===== src/rtl/win_sprite_fetch_pkg.sv =====
// win_sprite_fetch_pkg: FSM states, default sprite geometry and transparent index
package win_sprite_fetch_pkg;
  typedef enum logic [1:0] {IDLE, REVEAL, HOLD} state_t;
  localparam int DEF_SPR_W = 150;
  localparam int DEF_SPR_H = 120;
  localparam int DEF_X0 = 245;
  localparam int DEF_Y0 = 180;
  localparam int TRANSP_IDX = 0;
  localparam int ROWS_STEP = 4;
endpackage


===== src/rtl/win_sprite_fetch_if.sv =====
// win_sprite_fetch_if: raster position, frame control, ROM port and pixel outputs
interface win_sprite_fetch_if;
  logic [9:0] DrawX;
  logic [9:0] DrawY;
  logic frame_start;
  logic show_win;
  logic [14:0] rom_addr;
  logic [4:0] rom_data;
  logic sprite_on;
  logic [4:0] pal_idx;
  logic reveal_done;
  modport master (output DrawX, DrawY, frame_start, show_win, rom_data, input rom_addr, sprite_on, pal_idx, reveal_done);
  modport slave (input DrawX, DrawY, frame_start, show_win, rom_data, output rom_addr, sprite_on, pal_idx, reveal_done);
endinterface


===== src/rtl/win_sprite_fetch_addr_gen.sv =====
// sprite_addr_gen: combinational bounding-box test and row-major ROM address
module sprite_addr_gen #(
  parameter int SPR_W = 150,
  parameter int SPR_H = 120,
  parameter int X0 = 245,
  parameter int Y0 = 180
) (
  input  logic [9:0]  DrawX,
  input  logic [9:0]  DrawY,
  output logic        in_box,
  output logic [9:0]  dy,
  output logic [14:0] addr
);
  localparam logic [10:0] XS = 11'(X0);
  localparam logic [10:0] XE = 11'(X0 + SPR_W);
  localparam logic [10:0] YS = 11'(Y0);
  localparam logic [10:0] YE = 11'(Y0 + SPR_H);
  localparam logic [14:0] W15 = 15'(SPR_W);
  logic [9:0] dx;
  assign in_box = {1'b0, DrawX} >= XS && {1'b0, DrawX} < XE && {1'b0, DrawY} >= YS && {1'b0, DrawY} < YE;
  assign dx = DrawX - 10'(X0);
  assign dy = DrawY - 10'(Y0);
  assign addr = in_box ? 15'(dy) * W15 + 15'(dx) : '0;
endmodule


===== src/rtl/win_sprite_fetch.sv =====
// win_sprite_fetch: two-stage sprite pixel fetch with a row-by-row reveal per frame
module win_sprite_fetch
  import win_sprite_fetch_pkg::*;
#(
  parameter int SPR_W = DEF_SPR_W,
  parameter int SPR_H = DEF_SPR_H,
  parameter int X0 = DEF_X0,
  parameter int Y0 = DEF_Y0,
  parameter int TRANSP_IDX = win_sprite_fetch_pkg::TRANSP_IDX
) (
  input logic Clk,
  input logic Reset_n,
  win_sprite_fetch_if.slave bus
);
  localparam logic [15:0] H16 = 16'(SPR_H);
  state_t state;
  logic [15:0] rows_shown;
  logic [15:0] rows_nx;
  logic in_box, in_box_d, reveal_d;
  logic [9:0] dy;
  logic [14:0] addr;
  logic opaque;
  sprite_addr_gen #(.SPR_W(SPR_W), .SPR_H(SPR_H), .X0(X0), .Y0(Y0)) u_addr (
    .DrawX(bus.DrawX),
    .DrawY(bus.DrawY),
    .in_box(in_box),
    .dy(dy),
    .addr(addr)
  );
  assign rows_nx = (rows_shown + 16'(ROWS_STEP) >= H16) ? H16 : rows_shown + 16'(ROWS_STEP);
  // reveal FSM: advances only on frame_start, show_win low always drops back to IDLE
  always_ff @(posedge Clk or negedge Reset_n)
    if (!Reset_n) begin
      state <= IDLE;
      rows_shown <= '0;
    end else if (bus.frame_start) begin
      if (!bus.show_win) begin
        state <= IDLE;
        rows_shown <= '0;
      end else if (state == IDLE) begin
        state <= REVEAL;
        rows_shown <= '0;
      end else if (state == REVEAL) begin
        rows_shown <= rows_nx;
        state <= (rows_nx == H16) ? HOLD : REVEAL;
      end
    end
  // S1: ROM address plus box and reveal flags aligned with it
  always_ff @(posedge Clk or negedge Reset_n)
    if (!Reset_n) begin
      bus.rom_addr <= '0;
      in_box_d <= 1'b0;
      reveal_d <= 1'b0;
    end else begin
      bus.rom_addr <= addr;
      in_box_d <= in_box;
      reveal_d <= state == HOLD || (state == REVEAL && 16'(dy) < rows_shown);
    end
  assign opaque = in_box_d & reveal_d & (bus.rom_data != 5'(TRANSP_IDX));
  // S2: pixel visibility and palette index from the ROM word
  always_ff @(posedge Clk or negedge Reset_n)
    if (!Reset_n) begin
      bus.sprite_on <= 1'b0;
      bus.pal_idx <= '0;
    end else begin
      bus.sprite_on <= opaque;
      bus.pal_idx <= opaque ? bus.rom_data : '0;
    end
  assign bus.reveal_done = state == HOLD;
endmodule


===== src/flat_wrapper.sv =====
// flat-port wrapper written by rule: the top's interface ports become plain ports
module win_sprite_fetch_flat import win_sprite_fetch_pkg::*;
#(
  parameter int SPR_W = DEF_SPR_W,
  parameter int SPR_H = DEF_SPR_H,
  parameter int X0 = DEF_X0,
  parameter int Y0 = DEF_Y0,
  parameter int TRANSP_IDX = win_sprite_fetch_pkg::TRANSP_IDX
)
  (Clk, Reset_n, bus_DrawX, bus_DrawY, bus_frame_start, bus_show_win, bus_rom_data, bus_rom_addr, bus_sprite_on, bus_pal_idx, bus_reveal_done);
  win_sprite_fetch_if bus_i ();
  input logic Clk;
  input logic Reset_n;
  input wire logic [$bits(bus_i.DrawX)-1:0] bus_DrawX;
  input wire logic [$bits(bus_i.DrawY)-1:0] bus_DrawY;
  input wire logic [$bits(bus_i.frame_start)-1:0] bus_frame_start;
  input wire logic [$bits(bus_i.show_win)-1:0] bus_show_win;
  input wire logic [$bits(bus_i.rom_data)-1:0] bus_rom_data;
  output wire logic [$bits(bus_i.rom_addr)-1:0] bus_rom_addr;
  output wire logic [$bits(bus_i.sprite_on)-1:0] bus_sprite_on;
  output wire logic [$bits(bus_i.pal_idx)-1:0] bus_pal_idx;
  output wire logic [$bits(bus_i.reveal_done)-1:0] bus_reveal_done;
  assign bus_i.DrawX = bus_DrawX;
  assign bus_i.DrawY = bus_DrawY;
  assign bus_i.frame_start = bus_frame_start;
  assign bus_i.show_win = bus_show_win;
  assign bus_i.rom_data = bus_rom_data;
  assign bus_rom_addr = bus_i.rom_addr;
  assign bus_sprite_on = bus_i.sprite_on;
  assign bus_pal_idx = bus_i.pal_idx;
  assign bus_reveal_done = bus_i.reveal_done;
  win_sprite_fetch #(.SPR_W(SPR_W), .SPR_H(SPR_H), .X0(X0), .Y0(Y0), .TRANSP_IDX(TRANSP_IDX)) u_core (.Clk(Clk), .Reset_n(Reset_n), .bus(bus_i));
endmodule

===== config.mk =====
export PLATFORM = sky130hd
export DESIGN_NAME = win_sprite_fetch_flat
export DESIGN_NICKNAME = d
export VERILOG_FILES = /design/src/rtl/win_sprite_fetch_pkg.sv /design/src/rtl/win_sprite_fetch_if.sv /design/src/rtl/win_sprite_fetch_addr_gen.sv /design/src/rtl/win_sprite_fetch.sv /design/src/flat_wrapper.sv
export SDC_FILE = /design/constraint.sdc
export NUM_CORES = 1
export LEC_CHECK = 0
export CORE_UTILIZATION = 47
export CTS_BUF_LIST = sky130_fd_sc_hd__clkbuf_2
export CTS_CLUSTER_DIAMETER = 120
export CTS_CLUSTER_SIZE = 12
export DETAILED_ROUTE_END_ITERATION = 7
export PLACE_DENSITY = 0.69
export SLEW_MARGIN = 20
export SYNTH_ARGS = -nofsm -noshare
export SYNTH_HDL_FRONTEND = slang
export SYNTH_SLANG_ARGS = --single-unit

===== constraint.sdc =====
create_clock -name Clk -period 2.7 [get_ports Clk]
set_clock_uncertainty 0.1 [all_clocks]
set_input_delay 0.675 -clock Clk [delete_from_list [all_inputs] [get_ports Clk]]
set_output_delay 0.675 -clock Clk [all_outputs]
set_load 0.1 [all_outputs]

==> metrics.md <==
| Metric | Value |
|---|---|
| GRT Total Usage | `26.5%` |
| Slowest-stage cell, CP | `fa_1` |
| Initial DRT Pass Iterations | `4` |
| Worst Hold Class | `input port to asynchronous set/reset pin` |
| Die Ht | `94.7 um` |
| Core ar. | `8260 um^2` |
| Final net count | `725` |
| DRC violations left | `0` |
| Switching part of the total | `46.8%` |
| Inst Count DP | `700` |
| Top Family by Delay on Critical Path | `adder cells` |
| Root buffer cell | `clkbuf_2` |
| Dpl cell area | `5640 um^2` |
| Number of max-slew violations in the final report | `0` |
| Critical Path, Cell by Cell | `buf_8 -> or2_4 -> nand2_4 -> xor2_2 -> inv_2 -> ha_4 -> ha_4 -> ha_4 -> inv_2 -> fa_1 -> inv_2 -> ha_4 -> o21a_1 -> o31a_1 -> o21a_1 -> nor2_2 -> xnor2_1 -> ha_1 -> a21o_1 -> a2111oi_2 -> or3_4 -> o31a_1 -> nor3_1` |
| Slew margin rel. | `64.1%` |
| Most frequent cells in the layout | `buf_4 (130), inv_1 (43), dfrtp_1 (41)` |
| Sequential area share after synthesis | `25.4%` |
| EDFF count, synth | `0` |
| N_diodes | `0` |
| Hold Slack | `145 ps` |
| CP Capture Type | `flop` |
| ANT nets after route | `0` |
| Buf/Inv on CP | `4` |
| H-tree depth | `2` |
| Avg Inst Size Synth | `8.96 um^2` |
| Main synth FF type | `dfrtp_1` |
| Critical path arrival | `5020 ps` |
| Clock slew at reported path FFs | `250 ps` |
| Routed vias/inst | `5.52` |
| Synth cell types | `56` |
| Final setup vio count | `11` |
| Cell-internal power | `3.69 mW` |
| Clk_lat worst skew | `450 ps` |
| Comb pwr share | `86.3%` |
| Via count | `4,010` |
| WL per Instance | `17.1 um` |
| Setup CP Type | `input port to flop` |
| Vias in the first global route | `3,963` |
| RD Place Congestion | `0.857` |
| Worst Setup Slack, final | `-2070 ps` |
| CTS tree | `done` |
| DIE WIDTH | `94.7 um` |
| Row count | `33` |
| Gate Count Post-Synth | `451` |
| Largest net degree at the start of global routing | `42` |
| Syn-to-layout area delta | `54.9%` |
| Ratio of cells with drive above 1 in the final layout | `41.4%` |
| Switching power total | `3.25 mW` |
| CTS buffer count | `5` |
| Mapped Area | `4040 um^2` |
| Clk pwr share | `4.2%` |
| Min cycle time layout | `4770 ps` |
| Finished Cell Area | `6260 um^2` |
| Ports | `51` |
| Unrepaired setup endpoints after global routing | `yes` |
| Synth Register Bits | `41` |
| R2R depth | `7` |
| Start point of the critical path | `bus_DrawY[3]` |
| Startpoint class of the critical path | `input port` |
| Max-cap violations | `0` |
| Die area | `8980 um^2` |
| CTS Sinks | `41` |
| Initial antenna violation count | `0` |
| Tcrit/Tclk final | `177%` |
| CTS Buffer Depth | `2` |
| Worst vdd ir | `0.894 mV` |
| Pwr/cell area | `1110 nW/um^2` |
| Power Total | `6.94 mW` |
| Grt ovf | `0` |
| Post-synthesis net count | `556` |
| Synth warn | `0` |
| CTS Hold Bufs | `0` |
| Final wirelength | `12,400 um` |
| First-pass GRT wire length | `18,300 um` |
| Initial Utilization | `49.0%` |
| Final hold viol count | `0` |
| Commonest non-fill, non-tap cell in the layout | `buf_4` |
| R2R Setup Slk | `260 ps` |
| Fmax | `210 MHz` |
| Outcome | `finished, violations left` |
| Required @ worst endpoint | `2950 ps` |
| Slowest cell delay on critical path | `530 ps` |
| Dpl hpwl | `8720 um` |
| Reg-to-reg endpoint | `u_core.rows_shown[0]$_DFFE_PN0P_` |
| Final Util | `75.8%` |
| Asr flop ratio synth | `100%` |
| Pleak | `2.94 nW` |
| Crit path max fanout | `4` |
| IO buf count | `50` |
| Failing checks | `negative setup slack` |
| Post-Layout Cell Count | `726` |
| 1st-iter DRT viols | `148` |
| Fill cell count | `572` |
| Sequential Power Share | `9.5%` |
| CP most frequent cell | `ha_4` |
| Worst-margin pin slew | `539 ps` |
| R2R Path Start | `u_core.rows_shown[2]$_DFFE_PN0P_` |
[synth_stat cells, types with 4 or more instances]
| master | instances | area [um^2] |
|---|---|---|
| ha_1 | 64 | 801 |
| inv_1 | 57 | 214 |
| dfrtp_1 | 41 | 1030 |
| nor2_1 | 33 | 124 |
| o21ai_0 | 25 | 125 |
| a21oi_1 | 24 | 120 |
| nand2_1 | 20 | 75.1 |
| xnor2_1 | 20 | 175 |
| nor3_1 | 15 | 75.1 |
| fa_1 | 12 | 240 |
| and2_1 | 11 | 68.8 |
| a211oi_1 | 9 | 67.6 |
| o21a_1 | 9 | 67.6 |
| a21o_1 | 8 | 60.1 |
| nand3_1 | 8 | 40.0 |
| xor2_1 | 8 | 70.1 |
| and3_1 | 7 | 43.8 |
| nor4_1 | 6 | 37.5 |
| or3_1 | 6 | 37.5 |
| a2111oi_0 | 4 | 35.0 |
| a221oi_1 | 4 | 35.0 |
| a31oi_1 | 4 | 25.0 |
| clkbuf_1 | 4 | 15.0 |
| nand4_1 | 4 | 25.0 |
[worst max-delay path by stage]
stage | to | cells past startpoint | slack (ps)
floorplan | u_core.bus.rom_addr[14]$_DFF_PN0_ | 22 | -2290
global placement | u_core.bus.rom_addr[14]$_DFF_PN0_ | 19 | -2880
detailed placement | u_core.bus.rom_addr[14]$_DFF_PN0_ | 19 | -2980
CTS | u_core.bus.rom_addr[12]$_DFF_PN0_ | 22 | -1910
global route | u_core.bus.rom_addr[12]$_DFF_PN0_ | 23 | -2170
finish | u_core.bus.rom_addr[12]$_DFF_PN0_ | 23 | -2070
[area by class of cell]
type / instances / area, um^2 / area share, %
Clock buffer: 6 / 30.0 / 0.480
Clock inverter: 2 / 10.0 / 0.160
Inverter: 57 / 221 / 3.54
Multi-Input combinational cell: 347 / 3480 / 55.5
Sequential cell: 41 / 1030 / 16.4
Tap cell: 105 / 131 / 2.10
Timing Repair Buffer: 168 / 1370 / 21.8
[per-layer routing]
| layer | vias to the layer above | GRT usage (%) | wire length (um) |
|---|---|---|---|
| li1 | 1934 | - | - |
| met1 | 1930 | 30.5 | 4960 |
| met2 | 107 | 51.3 | 6510 |
| met3 | 39 | 3.30 | 457 |
| met4 | 0 | 6.19 | 503 |
| met5 | - | 0 | 0 |
[registers in the layout (all words and copies together), names as in the netlist]
register,count
u_core.state,2
u_core.reveal_d,1
u_core.bus.rom_addr,15
u_core.rows_shown,16
u_core.in_box_d,1
u_core.bus.sprite_on,1
u_core.bus.pal_idx,5
[power by group through the flow]
stage / Combinational, mW / Clock (mW) / Sequential [mW]
5_1_grt: 6.37 / 0.327 / 0.665
3_5_place_dp: 4.27 / 0 / 0.670
6_report: 5.99 / 0.291 / 0.661
3_3_place_gp: 4.19 / 0 / 0.671
2_1_floorplan: 2.56 / 0 / 0.834
4_1_cts: 4.89 / 0.308 / 0.661
[what timing repair did]
action | in CTS | in global routing
pin swaps | 45 | 31
resized for setup | 59 | 48
endpoints found under the setup margin | 12 | 11
buffers inserted | 6 | 16
hold endpoints to repair | 0 | 0
[metrics by stage]
step | worst slack, ps | TNS (ps)
floorplan | -2290 | -17050
finish | -2070 | -15910
detailed placement | -2980 | -28310
global route | -2170 | -16910
CTS | -1910 | -14720
global placement | -2880 | -27930
[logic make-up after synthesis]
| logic type | share of synthesized area [%] |
|---|---|
| AOI/OAI and AO/OA | 18.5 |
| xor gates and xnor gates | 7.03 |
| adders and majority gates | 25.8 |
| buffers and inverters | 5.91 |
| DFF | 25.4 |
| muxes | 1.02 |
| and+or+nand+nor | 16.4 |
[worst register-to-register path, cell delays in order (launching register included)]
cell and delay [ps]:
dfrtp_1 520, ha_1 290, nand3_1 180, nor3_1 90, or3_1 320, a221oi_1 370
o211a_2 350, a22o_1 170
No activity file was read; power rests on OpenSTA's default activity.
